--- src/rtl/sig_pkg.sv ---
// Shared definitions for the front-panel menu controller and the waveform
// generator: key indices, field encodings, FSM state type and the field LED
// decoder.
package sig_pkg;

  localparam int KEY_SEL  = 0;
  localparam int KEY_UP   = 1;
  localparam int KEY_DOWN = 2;
  localparam int KEY_OK   = 3;

  localparam logic [1:0] FLD_SIG = 2'd0;
  localparam logic [1:0] FLD_AMP = 2'd1;
  localparam logic [1:0] FLD_FRE = 2'd2;
  localparam logic [1:0] FLD_PHA = 2'd3;

  typedef enum logic {
    ST_EDIT = 1'b0,
    ST_RUN  = 1'b1
  } state_e;

  // One-hot LED pattern for the field being edited; dark while running.
  function automatic logic [3:0] field_onehot(input logic [1:0] fld, input state_e st);
    logic [3:0] oh;
    oh = 4'b0000;
    if (st == ST_EDIT) begin
      oh[fld] = 1'b1;
    end else begin
      oh = 4'b0000;
    end
    return oh;
  endfunction

endpackage

--- src/rtl/sig_menu_ctrl_if.sv ---
// Bundle between the front panel, the menu controller and the generator.
// The controller (master) consumes the raw keys and drives the settings;
// the generator (slave) only observes the settings.
interface sig_menu_ctrl_if;

  logic [3:0] key_n;
  logic [1:0] cnt_sig;
  logic [1:0] cnt_amp;
  logic [1:0] cnt_fre;
  logic [1:0] cnt_phase;
  logic       confirm;
  logic [3:0] field_oh;
  logic       key_evt;

  modport master (
    input  key_n,
    output cnt_sig, cnt_amp, cnt_fre, cnt_phase, confirm, field_oh, key_evt
  );

  modport slave (
    input  cnt_sig, cnt_amp, cnt_fre, cnt_phase, confirm, field_oh, key_evt
  );

endinterface

--- src/rtl/key_debounce.sv ---
// One push-button: 2-flop synchronizer, stability counter, debounced level
// and a one-cycle press pulse on the debounced 1->0 edge.
// After reset the key is disarmed until it has been seen released for
// DEB_CYCLES cycles, so a button held through reset is never reported.
module key_debounce #(
  parameter int DEB_CYCLES = 1000000,
  parameter int CNT_W      = 20
) (
  input  logic clk,
  input  logic rst_n,
  input  logic key_n,
  output logic prs
);

  localparam logic [CNT_W-1:0] CNT_LAST = CNT_W'(DEB_CYCLES - 1);
  localparam logic [CNT_W-1:0] CNT_ONE  = CNT_W'(1);

  logic             sync1_q, sync2_q;
  logic             deb_q, deb_d;
  logic             armed_q, armed_d;
  logic [CNT_W-1:0] cnt_q, cnt_d;
  logic             prs_q, prs_d;

  // Debounce counter, debounced level, arming and press detection.
  always_comb begin
    deb_d   = deb_q;
    armed_d = armed_q;
    cnt_d   = cnt_q;
    prs_d   = 1'b0;
    if (!armed_q) begin
      // Count consecutive released cycles before accepting any press.
      if (!sync2_q) begin
        cnt_d = '0;
      end else if (cnt_q == CNT_LAST) begin
        armed_d = 1'b1;
        cnt_d   = '0;
      end else begin
        cnt_d = cnt_q + CNT_ONE;
      end
    end else if (sync2_q == deb_q) begin
      cnt_d = '0;
    end else if (cnt_q == CNT_LAST) begin
      deb_d = ~deb_q;
      cnt_d = '0;
      prs_d = deb_q;  // only the released->pressed edge is a press
    end else begin
      cnt_d = cnt_q + CNT_ONE;
    end
  end

  // State registers with synchronous active-low reset to the released level.
  always_ff @(posedge clk) begin
    if (!rst_n) begin
      sync1_q <= 1'b1;
      sync2_q <= 1'b1;
      deb_q   <= 1'b1;
      armed_q <= 1'b0;
      cnt_q   <= '0;
      prs_q   <= 1'b0;
    end else begin
      sync1_q <= key_n;
      sync2_q <= sync1_q;
      deb_q   <= deb_d;
      armed_q <= armed_d;
      cnt_q   <= cnt_d;
      prs_q   <= prs_d;
    end
  end

  assign prs = prs_q;

endmodule

--- src/rtl/sig_menu_ctrl.sv ---
// Front-panel menu controller: debounces four buttons and edits the four
// 2-bit generator settings in EDIT mode; OK toggles between EDIT and RUN,
// and RUN locks the settings.
module sig_menu_ctrl
  import sig_pkg::*;
#(
  parameter int DEB_CYCLES = 1000000,
  parameter int CNT_W      = 20
) (
  input  logic          clk,
  input  logic          rst_n,
  sig_menu_ctrl_if.master bus
);

  logic [3:0]      prs;
  state_e          state_q, state_d;
  logic [1:0]      field_q, field_d;
  logic [3:0][1:0] set_q, set_d;
  logic [3:0]      field_oh_q, field_oh_d;
  logic            key_evt_q, key_evt_d;

  for (genvar g = 0; g < 4; g++) begin : g_key
    key_debounce #(
      .DEB_CYCLES (DEB_CYCLES),
      .CNT_W      (CNT_W)
    ) u_key (
      .clk   (clk),
      .rst_n (rst_n),
      .key_n (bus.key_n[g]),
      .prs   (prs[g])
    );
  end

  // Menu FSM: one action per cycle, priority OK > SEL > UP > DOWN.
  always_comb begin
    state_d   = state_q;
    field_d   = field_q;
    set_d     = set_q;
    key_evt_d = |prs;
    if (prs[KEY_OK]) begin
      case (state_q)
        ST_EDIT: state_d = ST_RUN;
        ST_RUN:  state_d = ST_EDIT;
        default: state_d = ST_EDIT;
      endcase
    end else if (state_q == ST_RUN) begin
      state_d = ST_RUN;  // settings locked while running
    end else if (prs[KEY_SEL]) begin
      field_d = field_q + 2'd1;
    end else if (prs[KEY_UP] && prs[KEY_DOWN]) begin
      set_d = set_q;  // conflicting request, ignore
    end else if (prs[KEY_UP]) begin
      set_d[field_q] = set_q[field_q] + 2'd1;
    end else if (prs[KEY_DOWN]) begin
      set_d[field_q] = set_q[field_q] - 2'd1;
    end else begin
      set_d = set_q;
    end
    field_oh_d = field_onehot(field_d, state_d);
  end

  // Registered menu state and outputs.
  always_ff @(posedge clk) begin
    if (!rst_n) begin
      state_q    <= ST_EDIT;
      field_q    <= FLD_SIG;
      set_q      <= '0;
      field_oh_q <= 4'b0001;
      key_evt_q  <= 1'b0;
    end else begin
      state_q    <= state_d;
      field_q    <= field_d;
      set_q      <= set_d;
      field_oh_q <= field_oh_d;
      key_evt_q  <= key_evt_d;
    end
  end

  assign bus.cnt_sig   = set_q[FLD_SIG];
  assign bus.cnt_amp   = set_q[FLD_AMP];
  assign bus.cnt_fre   = set_q[FLD_FRE];
  assign bus.cnt_phase = set_q[FLD_PHA];
  assign bus.confirm   = (state_q == ST_RUN);
  assign bus.field_oh  = field_oh_q;
  assign bus.key_evt   = key_evt_q;

endmodule

--- src/flat_wrapper.sv ---
// flat-port wrapper written by rule: the top's interface ports become plain ports
module sig_menu_ctrl_flat import sig_pkg::*;
#(
  parameter int DEB_CYCLES = 1000000,
  parameter int CNT_W      = 20
)
  (clk, rst_n, bus_key_n, bus_cnt_sig, bus_cnt_amp, bus_cnt_fre, bus_cnt_phase, bus_confirm, bus_field_oh, bus_key_evt);
  sig_menu_ctrl_if bus_i ();
  input  logic clk;
  input  logic rst_n;
  input wire logic [$bits(bus_i.key_n)-1:0] bus_key_n;
  output wire logic [$bits(bus_i.cnt_sig)-1:0] bus_cnt_sig;
  output wire logic [$bits(bus_i.cnt_amp)-1:0] bus_cnt_amp;
  output wire logic [$bits(bus_i.cnt_fre)-1:0] bus_cnt_fre;
  output wire logic [$bits(bus_i.cnt_phase)-1:0] bus_cnt_phase;
  output wire logic [$bits(bus_i.confirm)-1:0] bus_confirm;
  output wire logic [$bits(bus_i.field_oh)-1:0] bus_field_oh;
  output wire logic [$bits(bus_i.key_evt)-1:0] bus_key_evt;
  assign bus_i.key_n = bus_key_n;
  assign bus_cnt_sig = bus_i.cnt_sig;
  assign bus_cnt_amp = bus_i.cnt_amp;
  assign bus_cnt_fre = bus_i.cnt_fre;
  assign bus_cnt_phase = bus_i.cnt_phase;
  assign bus_confirm = bus_i.confirm;
  assign bus_field_oh = bus_i.field_oh;
  assign bus_key_evt = bus_i.key_evt;
  sig_menu_ctrl #(.DEB_CYCLES(DEB_CYCLES), .CNT_W(CNT_W)) u_core (.clk(clk), .rst_n(rst_n), .bus(bus_i));
endmodule
--- config.mk ---
export PLATFORM = sky130hd
export DESIGN_NAME = sig_menu_ctrl_flat
export DESIGN_NICKNAME = d
export VERILOG_FILES = /design/src/rtl/sig_pkg.sv /design/src/rtl/sig_menu_ctrl_if.sv /design/src/rtl/key_debounce.sv /design/src/rtl/sig_menu_ctrl.sv /design/src/flat_wrapper.sv
export SDC_FILE = /design/constraint.sdc
export NUM_CORES = 1
export LEC_CHECK = 0
export CORE_ASPECT_RATIO = 0.5
export CORE_UTILIZATION = 45
export DETAILED_ROUTE_END_ITERATION = 7
export PLACE_DENSITY = 0.6
export SLEW_MARGIN = 10
export SYNTH_ARGS = -nofsm -noshare
export SYNTH_HDL_FRONTEND = slang
export SYNTH_SLANG_ARGS = --single-unit
--- constraint.sdc ---
create_clock -name clk -period 2.4 [get_ports clk]
set_input_delay 0.48 -clock clk [delete_from_list [all_inputs] [get_ports clk]]
set_output_delay 0.48 -clock clk [all_outputs]
set_load 0.005 [all_outputs]
; After elaboration in Yosys (flattened, before gate mapping)
; Cells that the tools add are included.
[word_totals]
inputBits = 6
output_inout_bits = 14
regBits = 116
word_cells = 133
[op_classes]
n_reduce_logical = 15
mux = 45
magnitude_cmp = 4
n_addsub = 7
eq_ne = 8
bitwise_logic = 21
[op_table]
columns = operator, n
row1 = 20-bit two-way mux, 16
row2 = "20-bit by 1-bit adder with 20-bit output, second input constant", 4
row3 = "20-bit equality test, second input constant", 4
row4 = 1-bit NOT, 21
row5 = 4-bit OR reduction, 5
row6 = 8-bit bitwise mux, 2
row7 = 1-bit two-way mux, 16
row8 = 8-bit two-way mux, 2
row9 = 3-bit AND reduction, 4
row10 = 2-bit two-way mux, 5
row11 = "2-bit by 3-bit < comparator with 1-bit output, second input constant", 2
row12 = 5-bit AND reduction, 1
row13 = "2-bit by 1-bit adder with 2-bit output, second input constant", 2
row14 = 2-bit binary-select mux with 2-bit select, 1
row15 = 2-bit demux with 2-bit select, 1
row16 = 1-bit equality test, 4
row17 = "2-bit by 1-bit >= comparator with 1-bit output, second input constant", 2
row18 = 1-bit logical AND, 3
row19 = 1-bit demux with 2-bit select, 1
row20 = 1-bit case mux with 2 select lines, 1
row21 = 2-bit nonzero test, 1
row22 = 2-bit OR reduction, 1
row23 = "2-bit by 1-bit subtractor with 2-bit output, second input constant", 1

; Longest topological paths before layout
; Gate-level depths: netlist of the first run.
[depth]
depth_word = 9
ltp_mapped = 7
depth_no_buf = 6

; By module
; From an unflattened synthesis of the first run, not the netlist that was laid out.
[unflattened]
hier_cells = 582
area_unflattened_um2 = 5411.4
[by_module_without_submodules]
columns = mod, instances, cells_each, area_each_um2, seq_area_each_um2
row1 = key_debounce, 4, 124, 1127.3, 500.5
row2 = sig_menu_ctrl, 1, 86, 902.1, 320.3

; Worst setup path after synthesis of the first run
; No wires, ideal clock.
[synth_timing]
kind = register -> register
from = register u_core.g_key[2].u_key.cnt_q[13]
to = register u_core.g_key[2].u_key.deb_q
t_arrival_ns = 2.045
path_buffers = 1
path_slack_ns = 0.235
path_stages_with_launch = 6
period_less_slack_ns = 2.165
t_required_ns = 2.280
setup_ns = 0.120
cell_sequence = dfxtp_1 or4b_1 or4_1 buf_2 or4_1 o31a_1
[synth_between]
elab_chain_len = 2
[synth_lines]
columns = item, line
row1 = start: declaration, key_debounce.sv:21  ; logic [CNT_W-1:0] cnt_q, cnt_d;
row2 = start signal: assignment, key_debounce.sv:65  ; cnt_q <= cnt_d;
row3 = 20-bit equality test, key_debounce.sv:42  ; end else if (cnt_q == CNT_LAST) begin
row4 = 3-bit AND reduction (no line), -
row5 = end signal: assignment, key_debounce.sv:56  ; deb_q <= 1'b1;
row6 = end signal: assignment, key_debounce.sv:63  ; deb_q <= deb_d;
row7 = end: declaration, key_debounce.sv:19  ; logic deb_q, deb_d;
; No other way between the ends.
; A chain may end at the register's enable or synchronous reset.

; Worst setup path after layout of the first run
; Same ends and word-level chain as after synthesis.

==> results of run 1 <==
routing by layer:
metal | vias up | global-route usage | wire length (µm)
met2 | 51 | 0.280 | 4270
met5 | - | 0 | 0
met4 | 0 | 0.0673 | 32
li1 | 2101 | - | -
met1 | 1872 | 0.243 | 5250
met3 | 4 | 0.0475 | 290
final cells by class:
cell class	instances	area, µm²
well taps	140	175
fillers	932	4560
multi-input cells	410	2570
clock buffers	19	453
flip-flops and latches	116	2320
inverters	20	75.1
repair buffers	32	300
clock inverters	13	110
stage by stage:
step                instance area, µm²  setup slack [ns]  power (W)   util
floorplan                         5070             0.235    0.00208      -
global placement                  5450             0.178    0.00211  0.515
detailed placement                5450             0.144    0.00211  0.515
CTS                               6010             0.134    0.00448  0.568
global route                      6010            0.0183    0.00458  0.568
finish                            6010             0.146    0.00443  0.568
cells in the mapped netlist, types with 2 or more instances:
cell type  count
dfxtp_1      116
ha_1           8
nor4b_1        2
or3_1         16
buf_2          3
nand3_1       33
nand4_1       20
mux4_2         2
and3_1         4
clkbuf_1      21
or4_1         21
nor2_1        70
a311oi_1       8
o21a_1         2
nand2b_1      10
nor2b_1        3
and4_1         8
and2_1         6
a21o_1         2
o21ai_0       14
o211ai_1       2
o31ai_1       13
nand2_1       34
nor3_1        11
nor4_1        13
a21oi_1       34
xor2_1        29
xnor2_1       27
or4b_1         2
inv_1         20
power groups by stage:
| stage | combinational (W) | sequential, W | clock [W] |
|---|---|---|---|
| CTS | 0.000103 | 0.00197 | 0.00241 |
| global route | 0.000117 | 0.00197 | 0.00249 |
| finish | 0.000102 | 0.00197 | 0.00236 |
| global placement | 0.000102 | 0.00201 | 0 |
| detailed placement | 0.000103 | 0.00201 | 0 |
| floorplan | 0.0000689 | 0.00201 | 0 |
kinds of logic (layout without fill, tap and decap cells):
family	Yosys count	after routing	synth area share
buf+inv	45	84	0.0348
simple gates	259	259	0.272
mux	3	3	0.0109
flops	116	116	0.458
fa+ha+maj	8	8	0.0198
compound gates	84	84	0.107
xor+xnor	56	56	0.0968
critical path, stage by stage (launching register included):
cell and delay (ns):
dfxtp_1 0.35, or4b_1 0.51, or4_1 0.66, or4_1 0.51
o31a_1 0.11
path summary, 6_finish.rpt:
path                                    from                            end  slack (ns)  cells past startpoint
max          u_core.g_key[2].u_key.cnt_q[13]    u_core.g_key[2].u_key.deb_q        0.15                      4
max reg2reg  u_core.g_key[2].u_key.cnt_q[13]    u_core.g_key[2].u_key.deb_q        0.15                      4
min reg2reg    u_core.g_key[3].u_key.sync1_q  u_core.g_key[3].u_key.sync2_q        0.41                      1
min            u_core.g_key[3].u_key.sync1_q  u_core.g_key[3].u_key.sync2_q        0.41                      1
placed cells by master, fill, tap and decap left out, drive strengths merged, types with 2 or more instances in the layout:
cell type,n
dfxtp,116
o31ai,13
mux4,2
o21ai,14
clkinv,7
nor4b,2
nor4,13
xor2,29
a311oi,8
o21a,2
xnor2,27
or3,16
clkdlybuf4s50,19
nand3,33
clkinvlp,5
a21oi,34
ha,8
nand4,20
clkbuf,19
and2,6
a21o,2
and4,8
inv,20
nor2,70
o211ai,3
nand2b,10
buf,13
nor2b,3
and3,4
or4,21
or4b,3
nand2,34
nor3,11
registers in the layout (all words and copies together) (netlist names), named ones only:
register,cells
u_core.bus.cnt_phase,1
u_core.g_key.u_key.sync2_q,4
u_core.field_q,2
u_core.g_key.u_key.armed_q,4
u_core.bus.cnt_sig,1
u_core.g_key.u_key.sync1_q,4
u_core.bus.key_evt,1
u_core.g_key.u_key.cnt_q,80
u_core.bus.cnt_amp,1
u_core.bus.cnt_fre,1
u_core.g_key.u_key.deb_q,4
u_core.bus.field_oh,4
u_core.bus.confirm,1
u_core.g_key.u_key.prs,4
==> reports/metrics.yaml, run 1 <==
gp_congestion: 0.797
ys_warn_count: 0
drtIter0Drc: 264
antenna_found_initial: 0
grt_pass1_wl_mm: 17.3
finalNonFillerCells: 750
cts.reportedPaths.clkPinSlew_ns: 0.06
cts_tree: "yes"
p_sw_frac: 0.219
cts_setup_buffers: 0
slew_headroom: 0.325
ys_top_cells_by_area: "dfxtp_1, nor2_1, xor2_1"
synth-seq-cells: 116
rsz0062_at_grt: "false"
dieArea_um2: 11700
num_rows: 26
hp-class: "flip-flop to flip-flop"
start_util: 0.479
critPathArrivalTime_ns: 2.55
grt_max_degree: 21
yosysTopAreaCell: "dfxtp_1"
yosysSeqAreaShare: 0.458
postCtsResizedCells: 0
routed_via_density: 5.37
post-route-period-util: 0.939
dr.pass1.iters: 5
wire_per_inst_um: 13.1
synth_fp_nets: 585
syn_inst: 571
critPathMaxFanout: 6
root_buffer: "clkbuf_16"
end_kind: "flip-flop"
required_ns: 2.69
io_pins: 20
avgSynthCellArea_um2: 8.87
syn_area_um2: 5070
power_density_nw_per_um2: 738
status: "complete, no violations"
async_flop_share: 0
layout-drive-gt1-share: 0.0869
num_vias: 4028
dieWidth_um: 152
syn2layout_area_growth_pct: 18.6
finClkSkew_ns: 0.0139
antenna_left: 0
fp.dieH_um: 77.0
cts.sinks: 116
drc: 0
grt_usage: 0.181
port_buffers: 19
cts_buffers: 17
synth_top_area_frac: 0.458
first_global_vias: 3702
max_freq_mhz: 444
synth_edf_count: 0
grt-ovfl-total: 0
p_leak_nw: 2.01
synthFlopType: "dfxtp_1"
core-area_um2: 10600
combPwrFrac: 0.023
hold_buffers: 0
vdd_drop_max_mv: 0.535
placedCellCount: 718
p_sw_w: 0.000972
tightest_slew_ns: 1.01
p_clk_frac: 0.532
cts_max_level: 4
intPower_w: 0.00346
critPathLaunchType: "flip-flop"
hpwl_mm: 6.57
cap_violations: 0
clkLatencyLatePin_ns: 0.40
finalSetupTns_ns: 0
finalSetupViolCount: 0
p_seq_frac: 0.445
nNetsFinal: 611
ys_types: 47
period_needed_ns: 2.25
whs_ns: 0.407
clockBufferDepth: 2
slew_violations: 0
path_class: "flip-flop to flip-flop"
diodes: 0
finalHoldViolations: 0
routed_wl_mm: 9.84
(Power assumes the default switching activity.)
==> inputs of run 2 (changes only) <==
- PLACE_DENSITY: 0.6 -> default
- SKIP_CTS_REPAIR_TIMING: default -> 1
==> results of run 2 <==
Final layout, timing and power as in run 1 (identical DEF).
==> inputs of run 3 (changes only) <==
- REMOVE_ABC_BUFFERS: default -> 1
- SETUP_SLACK_MARGIN: default -> 0.05
==> reports/metrics.yaml, run 3 (same netlist as run 1, synthesis figures left out) <==
fin_area_um2: 6020
first_global_vias: 3689
post-route-period-util: 0.916
slew_violations: 0
dieWidth_um: 152
core-area_um2: 10600
critPathMaxFanout: 6
path_class: "flip-flop to flip-flop"
period_needed_ns: 2.20
fp.dieH_um: 77.0
critPathBufInv: 0
drtIter0Drc: 173
critPathLaunchType: "flip-flop"
power_density_nw_per_um2: 736
cts_buffers: 17
slew_headroom: 0.616
routed_wl_mm: 9.66
cts_max_level: 4
grt_pass1_wl_mm: 17.1
grt_max_degree: 21
vdd_drop_max_mv: 0.434
register_area_um2: 2320
layout_commonest_cell: "dfxtp_1"
largest_reg_flops: 80
dr.pass1.iters: 4
cap_violations: 0
required_ns: 2.69
grt_usage: 0.178
hp-class: "flip-flop to flip-flop"
status: "complete, no violations"
antenna_found_initial: 0
clkLatencyLatePin_ns: 0.40
antenna_left: 0
hpwl_mm: 6.38
num_vias: 4024
drc: 0
layout-drive-gt1-share: 0.0870
finalSetupViolCount: 0
tightest_slew_ns: 0.576
largest_register: "u_core.g_key.u_key.cnt_q"
cpMaxStageDelayCell: "or4_4"
cts.sinks: 116
pre_cts_ws_ns: 0.144
max_stage_delay_ns: 0.59
finalHoldViolations: 0
diodes: 0
root_buffer: "clkbuf_16"
num_rows: 26
grt-ovfl-total: 0
dieArea_um2: 11700
power_w: 0.00443
fillers: 934
gp_congestion: 0.787
finClkSkew_ns: 0.00867
end_kind: "flip-flop"
max_freq_mhz: 455
multi_input_area_um2: 2590
rsz0062_at_grt: "false"
placed_cell_area_um2: 5450
cts.reportedPaths.clkPinSlew_ns: 0.06
final_cell_mix: "dfxtp_1, nor2_1, nand2_1, a21oi_1, nand3_1"
port_buffers: 19
cts_tree: "yes"
io_pins: 20
path_delay_family: "simple AND/OR/NAND/NOR gates"
setup_ws_ns: 0.203
clockBufferDepth: 2
cp_cell_sequence: "or4b_1 > or4_4 > or4_1 > o31a_1"
start_util: 0.479
nNetsFinal: 610
routed_via_density: 5.37
wire_per_inst_um: 12.9
critPathArrivalTime_ns: 2.49
fin_util: 0.570
syn2layout_area_growth_pct: 18.9
p_leak_nw: 2.01
[run 3: layer usage]
| layer | vias to the layer above | GRT usage | wire length (µm) |
|---|---|---|---|
| li1 | 2105 | - | - |
| met3 | 9 | 0.0469 | 284 |
| met2 | 41 | 0.266 | 4050 |
| met5 | - | 0 | 0 |
| met1 | 1869 | 0.248 | 5230 |
| met4 | 0 | 0.0633 | 88 |
[run 3: worst paths after layout]
check	startpoint	endpoint	slack, ns	cells past startpoint
worst max-delay path	u_core.g_key[2].u_key.cnt_q[13]	u_core.g_key[2].u_key.deb_q	0.20	4
worst min-delay path	u_core.g_key[0].u_key.sync1_q	u_core.g_key[0].u_key.sync2_q	0.40	1
worst max register to register	u_core.g_key[2].u_key.cnt_q[13]	u_core.g_key[2].u_key.deb_q	0.20	4
worst min register to register	u_core.g_key[0].u_key.sync1_q	u_core.g_key[0].u_key.sync2_q	0.40	1
[run 3: through the flow]
| step | hold WS, ns | setup TNS (ns) | instances |
|---|---|---|---|
| 2_1_floorplan | 0.386 | -0.179 | 546 |
| 3_3_place_gp | 0.390 | 0 | 717 |
| 3_5_place_dp | 0.391 | 0 | 717 |
| 4_1_cts | 0.403 | 0 | 749 |
| 5_1_grt | 0.427 | 0 | 749 |
| 6_report | 0.402 | 0 | 749 |
[run 3: cell type report]
| type | instances | share of cell area |
|---|---|---|
| Clock buffer | 17 | 0.0706 |
| Clock inverter | 15 | 0.0222 |
| Inverter | 20 | 0.0125 |
| Multi-Input combinational cell | 410 | 0.429 |
| Sequential cell | 116 | 0.386 |
| Tap cell | 140 | 0.0291 |
| Timing Repair Buffer | 31 | 0.0507 |
[run 3: worst register-to-register path, stage by stage (launching register included)]
cell	delay, ns
dfxtp_1	0.36
or4b_1	0.54
or4_4	0.59
or4_1	0.49
o31a_1	0.11
[run 3: where the power goes]
| group | total, W | internal, W | switching (W) |
|---|---|---|---|
| registers | 0.00197 | 0.00195 | 0.0000216 |
| clock network | 0.00236 | 0.00143 | 0.000930 |
| logic | 0.000106 | 0.0000465 | 0.0000593 |
==> RTL edit: new RTL, config.mk and constraints of run 2 <==
`CNT_W` is set to 20 in 3 places; all go to 28.
--- a/src/rtl/key_debounce.sv
+++ b/src/rtl/key_debounce.sv
@@ -5,5 +5,5 @@
 module key_debounce #(
   parameter int DEB_CYCLES = 1000000,
-  parameter int CNT_W      = 20
+  parameter int CNT_W      = 28
 ) (
   input  logic clk,
--- a/src/rtl/sig_menu_ctrl.sv
+++ b/src/rtl/sig_menu_ctrl.sv
@@ -6,5 +6,5 @@
 #(
   parameter int DEB_CYCLES = 1000000,
-  parameter int CNT_W      = 20
+  parameter int CNT_W      = 28
 ) (
   input  logic          clk,
--- a/src/flat_wrapper.sv
+++ b/src/flat_wrapper.sv
@@ -3,5 +3,5 @@
 #(
   parameter int DEB_CYCLES = 1000000,
-  parameter int CNT_W      = 20
+  parameter int CNT_W      = 28
 )
   (clk, rst_n, bus_key_n, bus_cnt_sig, bus_cnt_amp, bus_cnt_fre, bus_cnt_phase, bus_confirm, bus_field_oh, bus_key_evt);
Behaviour: no difference found for any inputs over 10 cycles, from zero or initial values and one cycle with rst_n low; that may be too few to reach the edited logic, so the function may still have changed.
==> RTL edit against run 2 <==
  * Critical path type unchanged
  * Critical path depth stayed put
  * Synthesized area is 33% higher
  * Sequential cell count increased by 32
  * Wire length up 37%
  * Setup slack better by 0.097 ns
  * Sequential power is 27% higher
  * Combinational power rose by 13%
  * Global-route usage up 0.079 points
  * Synthesized cell count up 34%
  * Worst hold slack improved by 0.0014 ns
  * Clock skew down 0.0026 ns
  * Largest power group is now sequential cells
  * Total power grew 14%
  * Design area increased by 28%
==> RTL edit: results (changes against run 2) <==
- First-iteration detailed-routing DRC count: 224 (was 264)
- Outcome: complete, no violations (unchanged)
- Largest net degree at the start of global routing: 29 (was 21)
- Total Routing Usage GR: 0.182 (was 0.181)
- Post-synthesis sequential area ratio: 0.438 (was 0.458)
- NumNets Final: 791 (was 611)
- VDD IR max: 0.000455 V (was 0.000535 V)
- First-pass GRT wire length: 23100 um (was 17300 um)
- Dpl hpwl: 8960 um (was 6570 um)
- Buffers on Ports: 19 (unchanged)
- Vias in the first global route: 5003 (was 3702)
- Max reg flops: 112 (was 80)
- Pleak: 2.43 nW (was 2.01 nW)
- Hold crit path type: reg -> reg (unchanged)
- Critical path's top delay family: simple AND/OR/NAND/NOR gates (unchanged)
- Synth top cells by count: 148 x dfxtp_1, 67 x nor2_1, 66 x a21oi_1 (was 116 x dfxtp_1, 70 x nor2_1, 34 x a21oi_1, 34 x nand2_1, 33 x nand3_1)
- Wire per inst: 13.6 um (was 13.1 um)
- Arr. time, crit path: 2.50 ns (was 2.55 ns)
- Skew-Pair Late Insertion Delay: 0.42 ns (was 0.40 ns)
- Sw frac: 0.231 (was 0.219)
- Layout cells sized above 1: 0.0734 (was 0.0869)
- Syn_nets: 781 (was 585)
- Max-Slew Margin vs Limit: 0.586 (was 0.325)
- Largest Register: u_core.g_key.u_key.cnt_q (unchanged)
- GPL Wtd Cong: 0.788 (was 0.797)
- Top post-synthesis cells by area: dfxtp_1 44%, a21oi_1 4.9%, xor2_1 4.0% (was dfxtp_1 46%, nor2_1 5.2%, xor2_1 5.0%)
- Via count: 5467 (was 4028)
- Place WS: 0.241 ns (was 0.144 ns)
- Synth unique cells: 45 (was 47)
- Clock Skew: 0.0113 ns (was 0.0139 ns)
## RTL edit: cell count changes after synthesis, moves of 7 or more
| cell | delta |
|---|---|
| a21oi_1 | +32 |
| dfxtp_1 | +32 |
| o31ai_1 | +23 |
| nand4_1 | +19 |
| or4_1 | +14 |
| and4_1 | +13 |
| and3_1 | +8 |
| buf_2 | +8 |
| nand2_1 | +8 |
| nor4b_1 | +7 |
## RTL edit: cell type report
type | instances | area (um2)
clock buffers | 18 | 439
clock inverters | 14 | 105
fillers | 1351 | 6880
inverters | 25 | 93.8
multi-input cells | 557 | 3550
flip-flops and latches | 148 | 2960
well taps | 198 | 248
repair buffers | 28 | 270
## RTL edit: worst reg2reg max path: stages (launching register included)
cell,delay (ns)
dfxtp_1,0.41
nand3_2,0.13
or4_1,0.82
or4_1,0.59
a21oi_1,0.15
## RTL edit: metrics by stage
stage	hold WS [ns]	instances	cell area [um2]	total power, W	utilization
after floorplan	0.386	767	6760	0.00262	-
after global placement	0.389	956	7120	0.00267	0.490
after detailed placement	0.395	956	7120	0.00267	0.490
after CTS	0.410	988	7670	0.00511	0.527
after global routing	0.420	988	7670	0.00523	0.527
final	0.408	988	7670	0.00505	0.527
## RTL edit: per-layer routing
metal,global-route usage,wire (um),part of all wire,vias up
li1,-,-,-,2876
met2,0.304,6090,0.45,47
met4,0.0704,129,0.0096,0
met5,0,0,0,-
met3,0.0365,348,0.026,11
met1,0.234,6910,0.51,2533
## RTL edit: power by group through the flow
stage	sequential [W]	combinational, W	clock (W)
after floorplan	0.00255	0.0000750	0
after detailed placement	0.00255	0.000116	0
final	0.00250	0.000115	0.00243
after global routing	0.00250	0.000131	0.00260
after CTS	0.00250	0.000118	0.00250
after global placement	0.00255	0.000117	0
## RTL edit: kinds of logic after synthesis
logic type      Yosys count  share of synthesized area
flops                   148                      0.438
fa+ha+maj                 8                     0.0148
simple gates            338                      0.286
compound gates          153                      0.142
mux                       5                     0.0111
xor+xnor                 53                     0.0687
buf+inv                  62                     0.0387
## RTL edit: final timing paths
check | endpoint | slack (ns) | cells past startpoint | from
hold / removal | u_core.g_key[0].u_key.sync2_q$_SDFF_PN1_ | 0.41 | 1 | u_core.g_key[0].u_key.sync1_q$_SDFF_PN1_
setup / recovery | u_core.g_key[0].u_key.cnt_q[23]$_SDFF_PN0_ | 0.24 | 4 | u_core.g_key[0].u_key.cnt_q[2]$_SDFF_PN0_
hold reg to reg | u_core.g_key[0].u_key.sync2_q$_SDFF_PN1_ | 0.41 | 1 | u_core.g_key[0].u_key.sync1_q$_SDFF_PN1_
setup reg to reg | u_core.g_key[0].u_key.cnt_q[23]$_SDFF_PN0_ | 0.24 | 4 | u_core.g_key[0].u_key.cnt_q[2]$_SDFF_PN0_
